===== config.mk =====
export PLATFORM = sky130hd
export DESIGN_NAME = row_mem_reader
export DESIGN_NICKNAME = d
export VERILOG_FILES = /design/src/rtl/row_mem_reader.sv
export SDC_FILE = /design/constraint.sdc
export NUM_CORES = 2
export LEC_CHECK = 0
export CAP_MARGIN = 20
export CORE_AREA = 10 10 709 711
export DETAILED_ROUTE_END_ITERATION = 8
export DIE_AREA = 0 0 719 721
export RECOVER_POWER = 100
export SETUP_SLACK_MARGIN = 0.1
export SLEW_MARGIN = 20
export SYNTH_ARGS = -nofsm -noshare
export SYNTH_HDL_FRONTEND = slang
export SYNTH_SLANG_ARGS = --single-unit

===== constraint.sdc =====
create_clock -name clk -period 6.2 [get_ports clk]
set_input_delay 0.62 -clock clk [delete_from_list [all_inputs] [get_ports clk]]
set_output_delay 0.62 -clock clk [all_outputs]
set_load 0.03 [all_outputs]

===== src/rtl/row_mem_reader.sv =====
// Read-side sequencer for the IA and weight row memories: walks oc/ow/kw in
// convolution order and turns BRAM read data into aligned, masked PE beats.
module row_mem_reader #(
   parameter int INPUT_BW            = 8,
   parameter int IA_ROW_MEM_ADDR     = 6,
   parameter int WEIGHT_ROW_MEM_ADDR = 7,
   parameter int NUM_IA_ROW_MEM      = 96,
   parameter int NUM_WEIGHT_ROW_MEM  = 3
) (
   input  logic                                     clk,
   input  logic                                     reset,
   input  logic                                     start,
   input  logic [2:0]                               K,
   input  logic [2:0]                               STRIDE,
   input  logic [5:0]                               IMG_W,
   input  logic [7:0]                               OC,
   input  logic [NUM_IA_ROW_MEM-1:0]                which_act_row_mem_activate,
   input  logic [NUM_WEIGHT_ROW_MEM-1:0]            which_weight_row_mem_activate,
   output logic [NUM_IA_ROW_MEM-1:0]                ia_row_mem_enb,
   output logic [IA_ROW_MEM_ADDR-1:0]               ia_row_mem_addrb,
   input  logic [NUM_IA_ROW_MEM*INPUT_BW-1:0]       ia_row_mem_doutb_flat,
   output logic [NUM_WEIGHT_ROW_MEM-1:0]            weight_row_mem_enb,
   output logic [WEIGHT_ROW_MEM_ADDR-1:0]           weight_row_mem_addrb,
   input  logic [NUM_WEIGHT_ROW_MEM*INPUT_BW-1:0]   weight_row_mem_doutb_flat,
   output logic [NUM_IA_ROW_MEM*INPUT_BW-1:0]       act_out_flat,
   output logic [NUM_WEIGHT_ROW_MEM*INPUT_BW-1:0]   weight_out_flat,
   output logic                                     out_valid,
   output logic                                     out_last,
   output logic                                     kw_last,
   input  logic                                     pe_ready,
   output logic                                     busy,
   output logic                                     done,
   output logic                                     cfg_err
);

   localparam logic [1:0] IDLE  = 2'd0;
   localparam logic [1:0] RUN   = 2'd1;
   localparam logic [1:0] DRAIN = 2'd2;
   localparam logic [1:0] DONE  = 2'd3;

   localparam int IA_DEPTH     = 1 << IA_ROW_MEM_ADDR;
   localparam int WEIGHT_DEPTH = 1 << WEIGHT_ROW_MEM_ADDR;

   logic [1:0]                          state;
   logic [2:0]                          k_r, stride_r;
   logic [5:0]                          img_w_r;
   logic [7:0]                          oc_r;
   logic [NUM_IA_ROW_MEM-1:0]           ia_mask;
   logic [NUM_WEIGHT_ROW_MEM-1:0]       w_mask;
   logic [2:0]                          kw_cnt;
   logic [5:0]                          ow_cnt;
   logic [7:0]                          oc_cnt;
   logic [IA_ROW_MEM_ADDR-1:0]          ia_base;
   logic [WEIGHT_ROW_MEM_ADDR-1:0]      w_base;
   logic                                s1_valid, s1_kw_last, s1_last;
   logic                                adv, issue;
   logic                                kw_at_end, ow_at_end, oc_at_end, final_issue;
   logic [9:0]                          ia_span;
   logic [10:0]                         w_span;
   logic                                bad_cfg;
   logic [NUM_IA_ROW_MEM*INPUT_BW-1:0]     act_masked;
   logic [NUM_WEIGHT_ROW_MEM*INPUT_BW-1:0] w_masked;

   // A stalled output register freezes the whole pipe, including address issue.
   assign adv   = !out_valid || pe_ready;
   assign issue = (state == RUN) && adv;

   assign kw_at_end   = (kw_cnt == k_r - 3'd1);
   assign ow_at_end   = (ow_cnt == img_w_r - 6'd1);
   assign oc_at_end   = (oc_cnt == oc_r - 8'd1);
   assign final_issue = kw_at_end && ow_at_end && oc_at_end;

   // Config check bounds the largest address, so the bases never overflow their width.
   assign ia_span = (10'(IMG_W) - 10'd1) * 10'(STRIDE) + 10'(K);
   assign w_span  = 11'(OC) * 11'(K);
   assign bad_cfg = (K == 3'd0) || (STRIDE == 3'd0) || (IMG_W == 6'd0) || (OC == 8'd0) ||
                    (ia_span > 10'(IA_DEPTH)) || (w_span > 11'(WEIGHT_DEPTH));

   assign ia_row_mem_enb       = issue ? ia_mask : '0;
   assign weight_row_mem_enb   = issue ? w_mask  : '0;
   assign ia_row_mem_addrb     = ia_base + IA_ROW_MEM_ADDR'(kw_cnt);
   assign weight_row_mem_addrb = w_base + WEIGHT_ROW_MEM_ADDR'(kw_cnt);

   assign busy = (state == RUN) || (state == DRAIN);
   assign done = (state == DONE);

   always_comb begin
      act_masked = '0;
      w_masked   = '0;
      for (int i = 0; i < NUM_IA_ROW_MEM; i++)
         if (ia_mask[i])
            act_masked[i*INPUT_BW +: INPUT_BW] = ia_row_mem_doutb_flat[i*INPUT_BW +: INPUT_BW];
      for (int j = 0; j < NUM_WEIGHT_ROW_MEM; j++)
         if (w_mask[j])
            w_masked[j*INPUT_BW +: INPUT_BW] = weight_row_mem_doutb_flat[j*INPUT_BW +: INPUT_BW];
   end

   always_ff @(posedge clk) begin
      if (reset) begin
         state    <= IDLE;
         k_r      <= '0;
         stride_r <= '0;
         img_w_r  <= '0;
         oc_r     <= '0;
         ia_mask  <= '0;
         w_mask   <= '0;
         kw_cnt   <= '0;
         ow_cnt   <= '0;
         oc_cnt   <= '0;
         ia_base  <= '0;
         w_base   <= '0;
         cfg_err  <= 1'b0;
      end else begin
         case (state)
            IDLE: if (start) begin
               k_r      <= K;
               stride_r <= STRIDE;
               img_w_r  <= IMG_W;
               oc_r     <= OC;
               ia_mask  <= which_act_row_mem_activate;
               w_mask   <= which_weight_row_mem_activate;
               kw_cnt   <= '0;
               ow_cnt   <= '0;
               oc_cnt   <= '0;
               ia_base  <= '0;
               w_base   <= '0;
               cfg_err  <= bad_cfg;
               state    <= bad_cfg ? DONE : RUN;
            end
            RUN: if (issue) begin
               if (!kw_at_end) begin
                  kw_cnt <= kw_cnt + 3'd1;
               end else begin
                  kw_cnt <= '0;
                  if (!ow_at_end) begin
                     ow_cnt  <= ow_cnt + 6'd1;
                     ia_base <= ia_base + IA_ROW_MEM_ADDR'(stride_r);
                  end else begin
                     ow_cnt  <= '0;
                     ia_base <= '0;
                     if (!oc_at_end) begin
                        oc_cnt <= oc_cnt + 8'd1;
                        w_base <= w_base + WEIGHT_ROW_MEM_ADDR'(k_r);
                     end
                  end
               end
               if (final_issue)
                  state <= DRAIN;
            end
            DRAIN: if (out_valid && pe_ready && out_last)
               state <= DONE;
            default: state <= IDLE;
         endcase
      end
   end

   // S1 tracks the beat whose BRAM data is on doutb now; S2 registers it for the PEs.
   always_ff @(posedge clk) begin
      if (reset) begin
         s1_valid        <= 1'b0;
         s1_kw_last      <= 1'b0;
         s1_last         <= 1'b0;
         out_valid       <= 1'b0;
         kw_last         <= 1'b0;
         out_last        <= 1'b0;
         act_out_flat    <= '0;
         weight_out_flat <= '0;
      end else if (adv) begin
         s1_valid        <= issue;
         s1_kw_last      <= issue && kw_at_end;
         s1_last         <= issue && final_issue;
         out_valid       <= s1_valid;
         kw_last         <= s1_kw_last;
         out_last        <= s1_last;
         act_out_flat    <= s1_valid ? act_masked : '0;
         weight_out_flat <= s1_valid ? w_masked : '0;
      end
   end

endmodule


==> reports/metrics.cfg <==
[timing]
fin_crit_ps=5290
timing.fmax_ghz=0.189
slew_violations=725
relSlewSlack_pct=-66.2
finalCritPeriodShare_pct=85.3
setup_tns_ps=0
fin_skew_ps=118
hold_viol_final=0
setup_viol=0
rsz0062_at_grt=false
max_slew.worst_pin.slew_ps=2490

[worst_setup_path]
start_kind=input port
cp.depth=5
crit_chain=clkdlybuf4s50_1 -> nand2b_4 -> clkbuf_2 -> and3_1 -> dlygate4sd3_1
cp.arrival_ps=4670
reg2reg_slack_ps=1290
crit_fanout=67
path_buf_inv=3
path_delay_family=buffers and inverters
cp-end-kind=output pin
r2r-end=state[1]
reg2reg_depth=6
cp_slowest_cell=clkbuf_2
critPathRequiredTime_ps=5580
reg2reg_from=out_valid
worstSetupPathType=in2out
slowest_delay_ps=1380

[hold_path]
hold_end=weight_out_flat[11]
hold_class=in2reg
holdPathStages=2
hold_path.startpoint=reset

[placement]
place_area_sq_mm=0.0610
gp_congestion=0.956
post-dp-hpwl_microns=348000
numPortBuffers=1824

[floorplanning]
start_util_pct=7.27
std_cell_rows=257
core_sq_mm=0.488
pin_count=1825
die_h_microns=721
dieArea_sq_mm=0.518
die_w_microns=719

[clocking]
clock_latency_ps=930
cts_tree=built
cts_resized=0
cts_hold_buf=0
cts_setup_buffers=0
h-tree-depth=3
cts_buffer_depth=4
cts_root_buf=clkbuf_16
clkTransAtPathRegs_ps=60
numCtsBuffers=125
clock_sink_count=950

[synth]
ys_ff_latch=950
synth_cell_types=57
synthCells=3927
synth.avg_cell_area_sq_um=9.04
syn_nets=4920
yosysWarnings=0
synthArstFlopShare_pct=0
ys_seq_area_share_pct=53.5
synth_flop_cell=dfxtp_1
netlist_area_sq_mm=0.0355
synth_edf_count=0

[global_route]
grt_use_total_pct=14.4
grt_start_max_net_pins=156
gr-total-overflow=0
antenna_found_initial=339
grt_pass1_wl_microns=479000
grt_pass1_vias=36500

[final_layout]
final_area_sq_mm=0.0653
drive_gt1_share_pct=4.43
syn_to_final_growth_pct=83.9
nets=6538

[route]
drc_errors=0
wl_per_cell_microns=32.4
drtAntennaViolNets=0
route.vias.total=39700
drtIter0Drc=4247
dr.pass1.iters=8
routed_via_density=3.25
wirelength_microns=396000

[pwr]
powerDensity_mw_per_mm2=266
p_leak_nw=25.0
power_switching_mw=5.47
clkPwrFrac_pct=44.4
p_comb_share_pct=17.3
ir_drop_uv=235
internal_power_mw=11.9
switching_share_pct=31.5
power_frac_seq_pct=38.3

[run_status]
violations=max-capacitance violations, max-slew violations
status=finished, violations left

[flow_run]
maxCapViolations=14

-- worst max path at each step --
| stage | endpoint | from | slack (ps) |
|---|---|---|---|
| 4_1_cts | ia_row_mem_enb[12] | state[1] | 1320 |
| 6_report | ia_row_mem_enb[57] | pe_ready | 910 |
| 5_1_grt | state[1] | out_valid | 550 |
| 2_1_floorplan | cfg_err | IMG_W[0] | 2370 |
| 3_5_place_dp | cfg_err | IMG_W[0] | 1020 |
| 3_3_place_gp | cfg_err | IMG_W[0] | 950 |
-- cell usage in the layout, fill, tap and decap left out, types with 36 or more instances in the layout --
master / count
a22oi_1: 792
dfxtp_1: 949
inv_1: 36
and3_1: 203
ha_1: 58
clkdlybuf4s50_1: 915
a21oi_1: 150
clkbuf_16: 127
clkbuf_1: 46
diode_2: 96
nand2_1: 285
dlygate4sd3_1: 896
nor2_1: 829
-- per-layer routing --
metal | part of all wire [%] | track usage, %
met1 | 37 | 16.0
met2 | 47 | 24.4
met3 | 12 | 6.95
met4 | 3.7 | 4.42
met5 | 0.22 | 0
-- synthesized netlist by cell type, drive strengths merged (3+ instances only) --
cell type	number	share of area, %
nand4b	6	0.15
o21ai	17	0.24
clkbuf	366	3.9
nor2b	20	0.35
and2	10	0.18
or3	9	0.16
nor4	8	0.23
nand4	6	0.11
a21o	9	0.19
nor3	14	0.20
o211ai	6	0.13
ha	59	2.1
a211oi	4	0.085
nor4b	3	0.074
a21oi	150	2.1
inv	36	0.38
xnor2	33	0.81
xor2	21	0.52
nor3b	4	0.085
nand2	286	3.0
a22oi	792	17
buf	9	0.10
fa	19	1.1
dfxtp	950	54
nor2	829	8.8
and3	203	3.6
a22o	4	0.099
or4	7	0.16
nand3	15	0.21
o2111ai	3	0.074
-- area by class of cell --
class | count | area [sq um]
well taps | 6475 | 8100
flip-flops and latches | 950 | 19000
clock buffers | 182 | 3640
multi-input cells | 2566 | 15000
inverters | 36 | 135
diodes | 96 | 240
repair buffers | 1866 | 18600
clock inverters | 46 | 617
fillers | 55400 | 423000
-- logic make-up (layout without fill, tap and decap cells) --
kind of cell	after synthesis	after routing	synth area share [%]
AOI/OAI and AO/OA	1005	1005	20.2
xor gates and xnor gates	54	54	1.33
adders and majority gates	78	78	3.15
buffers and inverters	411	2130	4.35
DFF	950	950	53.5
muxes	2	2	0.0599
other	0	96	0
and+or+nand+nor	1427	1427	17.4
-- registers in the layout (all words and copies together), names as in the netlist, 7 cells and up --
register,flops
act_out_flat,768
ia_mask,96
oc_cnt,8
oc_r,8
w_base,7
weight_out_flat,24
-- worst reg2reg max path: cells and delay by family (launching register included) --
| family | cells | cell delay [ps] |
|---|---|---|
| buffers and inverters | 1 | 1890 |
| and+or+nand+nor | 2 | 1500 |
| AOI/OAI and AO/OA | 2 | 580 |
| DFF | 1 | 450 |
| muxes | 1 | 410 |
-- power groups by stage --
stage / clock [mW] / combinational [mW] / sequential (mW)
6_report: 7.71 / 3.01 / 6.65
5_1_grt: 8.12 / 3.23 / 6.67
3_3_place_gp: 0 / 3.08 / 6.80
4_1_cts: 7.96 / 3.11 / 6.66
2_1_floorplan: 0 / 1.26 / 6.63
3_5_place_dp: 0 / 3.09 / 6.80
-- through the flow --
stage / worst slack [ps] / instances / util [%] / hold slack [ps] / power, mW
2_1_floorplan: 2370 / 3927 / - / 432 / 7.90
3_3_place_gp: 951 / 11900 / 12.5 / 445 / 9.87
3_5_place_dp: 1020 / 11900 / 12.5 / 460 / 9.89
4_1_cts: 1320 / 12100 / 13.4 / 119 / 17.7
5_1_grt: 553 / 12200 / 13.3 / 180 / 18.0
6_report: 912 / 12200 / 13.4 / 211 / 17.4
No activity file was read; power rests on OpenSTA's default activity.
